==> config.mk <==
export PLATFORM = sky130hd
export DESIGN_NAME = os_core_sequencer
export DESIGN_NICKNAME = d
export VERILOG_FILES = /design/src/rtl/os_core_sequencer.sv
export SDC_FILE = /design/constraint.sdc
export NUM_CORES = 1
export LEC_CHECK = 0
export ABC_AREA = 1
export ABC_CLOCK_PERIOD_IN_PS = 4500
export CORE_MARGIN = 2
export CORE_UTILIZATION = 49
export CTS_BUF_LIST = sky130_fd_sc_hd__clkbuf_16
export CTS_CLUSTER_DIAMETER = 150
export DETAILED_ROUTE_END_ITERATION = 6
export PLACE_DENSITY_LB_ADDON = 0.25
export RECOVER_POWER = 25
export SLEW_MARGIN = 5
export SYNTH_ARGS = -nofsm -noshare
export SYNTH_HDL_FRONTEND = slang
export SYNTH_SLANG_ARGS = --single-unit
export TNS_END_PERCENT = 100
==> constraint.sdc <==
create_clock -name clk -period 4.5 [get_ports clk]
set_input_delay 0.9 -clock clk [delete_from_list [all_inputs] [get_ports clk]]
set_output_delay 0.9 -clock clk [all_outputs]
set_load 0.02 [all_outputs]
==> src/rtl/os_core_sequencer.sv <==
// Output-stationary instruction sequencer: produces the registered core.inst word for one tile per start.
// Define SEQ_PMEM_WB_EN to add the WB state that copies OFIFO rows into psum SRAM.
module os_core_sequencer #(
    parameter int ROW        = 8,
    parameter int COL        = 8,
    parameter int LEN_KIJ    = 9,
    parameter int CHUNK      = 8,
    parameter int ACT_BASE   = 0,
    parameter int WGT_BASE   = 576,
    parameter int PMEM_BASE  = 0,
    parameter int DRAIN_WAIT = 16
) (
    input  logic        clk,
    input  logic        reset,
    input  logic        start,
    input  logic        ofifo_valid,
    output logic [63:0] inst,
    output logic        busy,
    output logic        done
);

    localparam int K       = LEN_KIJ * ROW;
    localparam int NCH     = K / CHUNK;
    localparam int MAX_AB  = (CHUNK > ROW) ? CHUNK : ROW;
    localparam int CNT_MAX = (DRAIN_WAIT > MAX_AB) ? DRAIN_WAIT : MAX_AB;
    localparam int CW      = $clog2(CNT_MAX + 1);
    localparam int NW      = $clog2(NCH + 1);

    localparam logic [CW-1:0] BEAT_LAST  = CW'(CHUNK);
    localparam logic [CW-1:0] ACC_LAST   = CW'(CHUNK - 1);
    localparam logic [CW-1:0] WAIT_LAST  = CW'(DRAIN_WAIT - 1);
    localparam logic [CW-1:0] PASS_LAST  = CW'(ROW - 1);
    localparam logic [NW-1:0] CHUNK_LAST = NW'(NCH - 1);

    localparam logic [10:0] ACT_A   = 11'(ACT_BASE);
    localparam logic [10:0] WGT_A   = 11'(WGT_BASE);
    localparam logic [10:0] CHUNK_A = 11'(CHUNK);

    localparam logic [63:0] IDLE_WORD = 64'h0000_0011_800C_0000;

    localparam int unused_col = COL;

    typedef enum logic [2:0] {
        IDLE,
        LD_ACT,
        LD_WGT,
        ACC,
        WAIT,
        PASS,
`ifdef SEQ_PMEM_WB_EN
        WB,
`endif
        FIN
    } state_t;

    state_t        state, state_n;
    logic [CW-1:0] beat, beat_n;
    logic [NW-1:0] chunk, chunk_n;
    logic [63:0]   inst_n;

`ifdef SEQ_PMEM_WB_EN
    localparam int            RW        = $clog2(ROW + 1);
    localparam logic [RW-1:0] ROW_R     = RW'(ROW);
    localparam logic [10:0]   PMEM_A    = 11'(PMEM_BASE);

    logic [RW-1:0] rd_cnt, rd_cnt_n;
    logic [RW-1:0] wr_cnt, wr_cnt_n;
    logic          rd_n, wr_n;
    logic [10:0]   wr_addr;
`else
    localparam int unused_pmem_base = PMEM_BASE;
    logic unused_ofifo_valid;
    assign unused_ofifo_valid = ofifo_valid;
`endif

    // Next-state and next-word logic; the word is then registered so inst has no input-to-output path.
    always_comb begin
        state_n = state;
        beat_n  = beat;
        chunk_n = chunk;
`ifdef SEQ_PMEM_WB_EN
        rd_cnt_n = rd_cnt;
        wr_cnt_n = wr_cnt;
        rd_n     = 1'b0;
        wr_n     = 1'b0;
        wr_addr  = '0;
`endif
        case (state)
            IDLE: begin
                if (start) begin
                    state_n = LD_ACT;
                    beat_n  = '0;
                    chunk_n = '0;
                end
            end
            LD_ACT, LD_WGT: begin
                if (beat == BEAT_LAST) begin
                    state_n = (state == LD_ACT) ? LD_WGT : ACC;
                    beat_n  = '0;
                end else begin
                    beat_n = beat + CW'(1);
                end
            end
            ACC: begin
                if (beat == ACC_LAST) begin
                    beat_n = '0;
                    if (chunk == CHUNK_LAST) begin
                        state_n = WAIT;
                    end else begin
                        state_n = LD_ACT;
                        chunk_n = chunk + NW'(1);
                    end
                end else begin
                    beat_n = beat + CW'(1);
                end
            end
            WAIT: begin
                if (beat == WAIT_LAST) begin
                    state_n = PASS;
                    beat_n  = '0;
                end else begin
                    beat_n = beat + CW'(1);
                end
            end
            PASS: begin
                if (beat == PASS_LAST) begin
                    beat_n = '0;
`ifdef SEQ_PMEM_WB_EN
                    state_n  = WB;
                    rd_cnt_n = '0;
                    wr_cnt_n = '0;
`else
                    state_n = FIN;
`endif
                end else begin
                    beat_n = beat + CW'(1);
                end
            end
`ifdef SEQ_PMEM_WB_EN
            WB: begin
                if (rd_cnt == ROW_R && !inst[6]) begin
                    state_n = FIN;
                end
            end
`endif
            FIN:     state_n = IDLE;
            default: state_n = IDLE;
        endcase

`ifdef SEQ_PMEM_WB_EN
        // A row read in the current word is written to pmem in the next word, independent of ofifo_valid.
        if (state_n == WB) begin
            wr_n    = inst[6];
            wr_addr = PMEM_A + 11'(wr_cnt_n);
            rd_n    = ofifo_valid && (rd_cnt_n < ROW_R);
            if (wr_n) wr_cnt_n = wr_cnt_n + RW'(1);
            if (rd_n) rd_cnt_n = rd_cnt_n + RW'(1);
        end
`endif

        inst_n = IDLE_WORD;
        case (state_n)
            LD_ACT, LD_WGT: begin
                if (beat_n != BEAT_LAST) begin
                    inst_n[19]   = 1'b0;
                    inst_n[17:7] = ((state_n == LD_ACT) ? ACT_A : WGT_A)
                                   + 11'(chunk_n) * CHUNK_A + 11'(beat_n);
                end
                // Beat i stores the xmem data addressed at beat i-1.
                if (beat_n != '0) begin
                    if (state_n == LD_ACT) inst_n[2] = 1'b1;
                    else                   inst_n[37] = 1'b1;
                end
            end
            ACC: begin
                inst_n[4] = 1'b1;
                inst_n[3] = 1'b1;
                inst_n[0] = 1'b1;
            end
            PASS: inst_n[1] = 1'b1;
`ifdef SEQ_PMEM_WB_EN
            WB: begin
                inst_n[6] = rd_n;
                if (wr_n) begin
                    inst_n[32]    = 1'b0;
                    inst_n[31]    = 1'b0;
                    inst_n[30:20] = wr_addr;
                end
            end
`endif
            default: ;
        endcase
    end

    always_ff @(posedge clk) begin
        if (!reset) begin
            state <= IDLE;
            beat  <= '0;
            chunk <= '0;
            inst  <= IDLE_WORD;
            busy  <= 1'b0;
            done  <= 1'b0;
`ifdef SEQ_PMEM_WB_EN
            rd_cnt <= '0;
            wr_cnt <= '0;
`endif
        end else begin
            state <= state_n;
            beat  <= beat_n;
            chunk <= chunk_n;
            inst  <= inst_n;
            busy  <= (state_n != IDLE);
            done  <= (state_n == FIN);
`ifdef SEQ_PMEM_WB_EN
            rd_cnt <= rd_cnt_n;
            wr_cnt <= wr_cnt_n;
`endif
        end
    end

endmodule

==> results of run 1 <==
## routing by layer
layer	vias to the layer above	global-route usage (%)	share of wire [%]
met3	7	3.72	5.7
li1	821	-	-
met2	40	26.0	47
met1	694	20.3	45
met5	-	0	0
met4	0	6.38	1.9
## worst max path at each step
stage               start       end  cells past startpoint
floorplan           start  inst[12]                     10
global placement    start  inst[12]                     11
detailed placement  start  inst[12]                     11
CTS                 start  inst[12]                     11
global route        start  inst[12]                     11
finish              start  inst[12]                     11
## placed cells by master, fill, tap and decap left out, types with 2 or more instances in the layout
master           instances
nand2_2                  3
dfxtp_1                 28
a21oi_1                  6
o21ai_0                  2
nor2_2                   2
inv_1                   38
conb_1                  48
ha_1                     9
inv_2                    3
nand3_1                 22
nor2_1                  44
dlygate4sd3_1            2
clkdlybuf4s50_1         18
clkbuf_16                3
nor3_1                   3
nand4_1                  2
nand2_1                 58
## report_power, final
group	switching, mW	internal (mW)	leakage, nW	total [mW]
Sequential	0.00306	0.252	0.227	0.255
Combinational	0.0647	0.0164	0.839	0.0812
Clock	0.0788	0.119	0.0385	0.198
Total	0.147	0.388	1.10	0.534
## final cells by class
class	instances	area share, %
timing repair buffer	20	9.66
clock inverter	1	0.181
tap	48	2.90
inverter	41	7.42
clock buffer	3	3.62
sequential	28	27.0
multi-input combinational	213	49.2
## worst max-delay path, cell delays in order
cell	delay, ps
dlygate4sd3_1	580
inv_1	70
nand3_1	200
nand2_1	130
nor2_1	110
a2bb2oi_1	100
ha_1	220
fa_1	400
xnor2_1	170
inv_1	50
nor2_1	80
## flip-flops by register name, summed over array words and instances, names as in the netlist
signal,cells
done,1
state,3
busy,1
beat,5
chunk,4
inst,14
## cells by family (layout without fill, tap and decap cells)
kind of cell / after synthesis / count (layout)
AO/OA/AOI/OAI: 14 / 14
AND/OR/NAND/NOR: 139 / 139
buffers and inverters: 92 / 65
XOR/XNOR: 2 / 2
adder cells (fa/ha/maj): 10 / 10
other: 2 / 48
flip-flops: 28 / 28
## stage by stage
stage	setup WS (ps)	util [%]
floorplan	2280	-
global placement	1510	53.4
detailed placement	1500	53.4
CTS	1770	55.5
global route	1500	55.4
finish	1680	55.4
==> metrics, run 1 <==
Slew Limit Fails=0; placed cells=between 300 and 400; FP Rows=22; worst r2r src=beat[1]; initial core utilization=52.0%; worst-skew pair later-pin latency=roughly 260 ps; crit start category=input port; ANT cells=0; r2r setup slk=a little over 2000 ps; TritonRoute pass-1 iters=4; Root Buffer=clkbuf_16; commonest cells in the synthesized netlist=57 x nand2_1, 50 x buf_4, 43 x nor2_1; share of layout cells above drive strength 1=4.90%; clock buffer count from CTS=3; Synth async-reset ratio=0%; FF+latch count, synth=28; post-layout power=0.534 mW; post-layout min period=2820 ps; post-route ant nets=0; register area=roughly 560 um2; Top Ports=70; core area=0.00374 mm2; worst-path fanout max=4; worst hold slack=approximately 520 ps; drt initial violations=76; P_leak=1.10 nW; setup repair bufs after CTS=0; synth top area cells=dfxtp_1 29%, buf_4 19%, nand2_1 11%; hold_buf cts=0; reg2reg end=inst[12]; Hold Path Cell Cnt=2; Routed WL=3.36 mm; dominant synthesized flop cell=dfxtp_1; Post-Synth Adder-Cell Area=under 10%; mux share of post-synthesis cell area=0%; Synth Cell Area=between 0.0015 and 0.002 mm2; largest family of logic cells by synthesized area=simple AND/OR/NAND/NOR gates; Sum Neg Setup Slack=0 ps; Max-Cap Viols=0; clock sink count=28; Worst-path clk slew=around 60 ps; syn avg cell area=approximately 6.8 um2; Synth Area in Compound Gates=between 4 and 5%; RSZ-0062 raised after global routing=no; fmax=between 300 and 400 MHz; area delta synth->final=6.56%; hold endpoint=chunk[1]; die width=between 60 and 70 um; synth warn=0; CTS tree=built; Post-synth EDFFs=0; design area=0.00207 mm2; fillers=384; CP Data Required Time=approximately 4700 ps; cell accounting for the most synthesized area=dfxtp_1; VDD IR max=roughly 0.00020 V; Setup CP Type=in -> reg; Max Root-Sink Buffers=2; Layout Skew=slightly below 4 ps; Synth Instances=287; Tcrit/Tclk final=between 60% and 70%; overall die height=roughly 67 um; simple logic cell fraction of the synthesized area=~31%; Yosys cell types=30; wire per inst=9.48 um; vias in the first global route=between 1000 and 1500; placed cell area=0.00200 mm2; Setup Viol. Count Final=0; gr ovfl total=0; HP Class=reg -> reg; crit path DAT=just over 3000 ps; first-pass GRT wire length=approximately 5.4 mm; CP endpoint kind=register; Final Hold Viols=0; H-tree depth=1; final std cells w/o fill=354; number of buffers added on ports=20; post-CTS resize count=0; vias=1562; Final nets=roughly 320; initial antenna violation count=0; top cell type's share of synthesized area=between 20 and 30%; Pwr Density=roughly 260 mW/mm2; All-Layer GR Usage=16.0%; largest net degree at the start of global routing=16; HPWL Detailed=roughly 2.7 mm; RD Place Congestion=just under 0.9; R2R cell count=14; Vias/cell=about 4.4; detailed-route DRC error count=0; XOR/XNOR Fraction of Synth Area=less than 1%; most instantiated library cell after synthesis=nand2_1; post-synthesis sequential area ratio=28.8%; outcome=completed; hold_sp=chunk[1]; die area=0.00449 mm2; area of the multi-input gates=0.00102 mm2
Note: power is estimated with default switching activity, not from simulation.
==> inputs of run 2 (changes only) <==
Settings changed: ABC_CLOCK_PERIOD_IN_PS 4500 to 2600, CORE_UTILIZATION 49 to 45.
Clock period 4.5 ns to 2.6 ns, I/O delays scaled along.
==> metrics, run 2 (synthesis gave the netlist of run 1 again) <==
commonest non-fill, non-tap cell in the layout=nand2_1 (unchanged); vias=1575 (was 1562); design area=0.00213 mm2 (was 0.00207 mm2); overall die height=69.8 um (was 67.0 um); vias in the first global route=1468 (was 1287); initial core utilization=47.6% (was 52.0%); clock sink count=28 (unchanged); Top Ports=70 (unchanged); FP Rows=23 (was 22); post-layout min period=~2400 ps; die width=69.8 um (was 67.0 um); initial antenna violation count=0 (unchanged); buffer and inverter count on the worst path=2 (was 3); crit path DAT=2590 ps (was 3020 ps); Vias/cell=4.35 (was 4.41); post-route ant nets=0 (unchanged); hold_buf cts=0 (unchanged); Setup CP Type=reg -> reg (was in -> reg); H-tree depth=1 (unchanged); Place WS=-19.4 ps (was 1500 ps); commonest cells after routing, fill and taps aside=57 x nand2_1, 48 x conb_1, 42 x nor2_1 (was 58 x nand2_1, 48 x conb_1, 44 x nor2_1); Crit path top cell by count=nand2_1; Setup Viol. Count Final=0 (unchanged); fmax=around 420 MHz; TritonRoute pass-1 iters=4 (unchanged); CP Data Required Time=2800 ps (was 4700 ps); share of layout cells above drive strength 1=8.33% (was 4.90%); largest net degree at the start of global routing=15 (was 16); Final Hold Viols=0 (unchanged); CP max-delay cell=fa_1 (was dlygate4sd3_1); detailed-route DRC error count=0 (unchanged); area delta synth->final=9.71% (was 6.56%); gr ovfl total=0 (unchanged); first-pass GRT wire length=6.40 mm (was 5.43 mm); Final nets=328 (was 321); die area=0.00487 mm2 (was 0.00449 mm2); VDD IR max=0.000350 V (was 0.000197 V); Tcrit/Tclk final=between 90% and 100%; setup ws final=207 ps (was 1680 ps); worst-skew pair later-pin latency=260 ps (about the same); Slew Limit Fails=0 (unchanged); fillers=450 (was 384); All-Layer GR Usage=16.0% (about the same); Worst-path clk slew=60 ps (about the same); crit start category=register (was input port); Max Root-Sink Buffers=2 (unchanged); RD Place Congestion=0.873 (was 0.895); final std cells w/o fill=362 (was 354); CP endpoint kind=register (unchanged); placed cells=359 (was 350); placed cell area=0.00205 mm2 (was 0.00200 mm2); drt initial violations=99 (was 76); Largest regs=inst: 14 flops, beat: 5 flops, chunk: 4 flops (unchanged); Max-Cap Viols=0 (unchanged); P_leak=1.14 nW (was 1.10 nW); HP Class=reg -> reg (unchanged); Pwr Density=438 mW/mm2 (was 258 mW/mm2); setup repair bufs after CTS=0 (unchanged); post-layout power=0.935 mW (was 0.534 mW); slowest stage delay, CP=410 ps (was 580 ps); family with the most delay on the worst path=adder cells (was buffers and inverters); clock buffer count from CTS=3 (unchanged); Routed WL=3.68 mm (was 3.36 mm); Layout Skew=1.69 ps (was 3.96 ps); core area=0.00409 mm2 (was 0.00374 mm2); HPWL Detailed=2.97 mm (was 2.71 mm); worst-path fanout max=3 (was 4); wire per inst=10.2 um (was 9.48 um); number of buffers added on ports=20 (unchanged); Largest register FFs=14 (unchanged); outcome=completed (unchanged); CTS tree=built (unchanged); worst path cell trace=ha_1 > nand2_1 > nor2_2 > ha_2 > inv_1 > nand2_1 > nand3_1 > nand2_1 > nand2_1 > ha_1 > fa_1 > xnor2_1 > inv_1 > nor2_1 (was dlygate4sd3_1 > inv_1 > nand3_1 > nand2_1 > nor2_1 > a2bb2oi_1 > ha_1 > fa_1 > xnor2_1 > inv_1 > nor2_1); largest reg by FF count=inst (unchanged); ANT cells=0 (unchanged); worst hold slack=540 ps (was 520 ps); Root Buffer=clkbuf_16 (unchanged)
run 2: metrics by stage:
stage / utilization, % / TNS [ps]
2_1_floorplan: - / 0
3_3_place_gp: 50.3 / 0
3_5_place_dp: 50.3 / -19.4
4_1_cts: 52.1 / 0
5_1_grt: 52.2 / -7.91
6_report: 52.2 / 0
run 2: cell type report:
cell class	instances	area (um2)	area share (%)
Sequential cell	28	561	26.3
Multi-Input combinational cell	213	1030	48.2
Clock buffer	3	75.1	3.52
Tap cell	50	62.6	2.93
Inverter	41	154	7.21
Timing Repair Buffer	27	253	11.8
run 2: per-layer routing:
metal  vias to the layer above  share of wire, %  global-route usage [%]  wire (um)
met3                         7               5.0                    2.76        185
li1                        827                 -                       -          -
met4                         0               1.7                    5.13         63
met2                        45                49                    27.0       1800
met5                         -                 0                       0          0
met1                       696                44                    20.7       1630
run 2: repair_timing:
item / in CTS / in global routing
endpoints found under the setup margin: 0 / 1
resized for setup: 0 / 3
hold endpoints to repair: 0 / 0
run 2: final timing paths:
check             cells after the start  slack, ps  endpoint      from
hold reg to reg                       2        540  chunk[3]  chunk[3]
setup reg to reg                     14        210  inst[12]   beat[0]
setup / recovery                     14        210  inst[12]   beat[0]
hold / removal                        2        540  chunk[3]  chunk[3]
run 2: tightest hold or removal path, delay by kind of cell, from the launching register on:
| kind | cells | cell delay (ps) |
|---|---|---|
| AOI/OAI and AO/OA | 1 | 60 |
| DFF | 1 | 340 |
| and+or+nand+nor | 1 | 90 |
run 2: where the power goes:
group          total (mW)  leakage, nW  internal, mW  switching (mW)
Sequential          0.441        0.227         0.437         0.00410
Clock               0.342       0.0370         0.204           0.138
Combinational       0.152        0.879        0.0357           0.116
Total               0.935         1.14         0.676           0.258
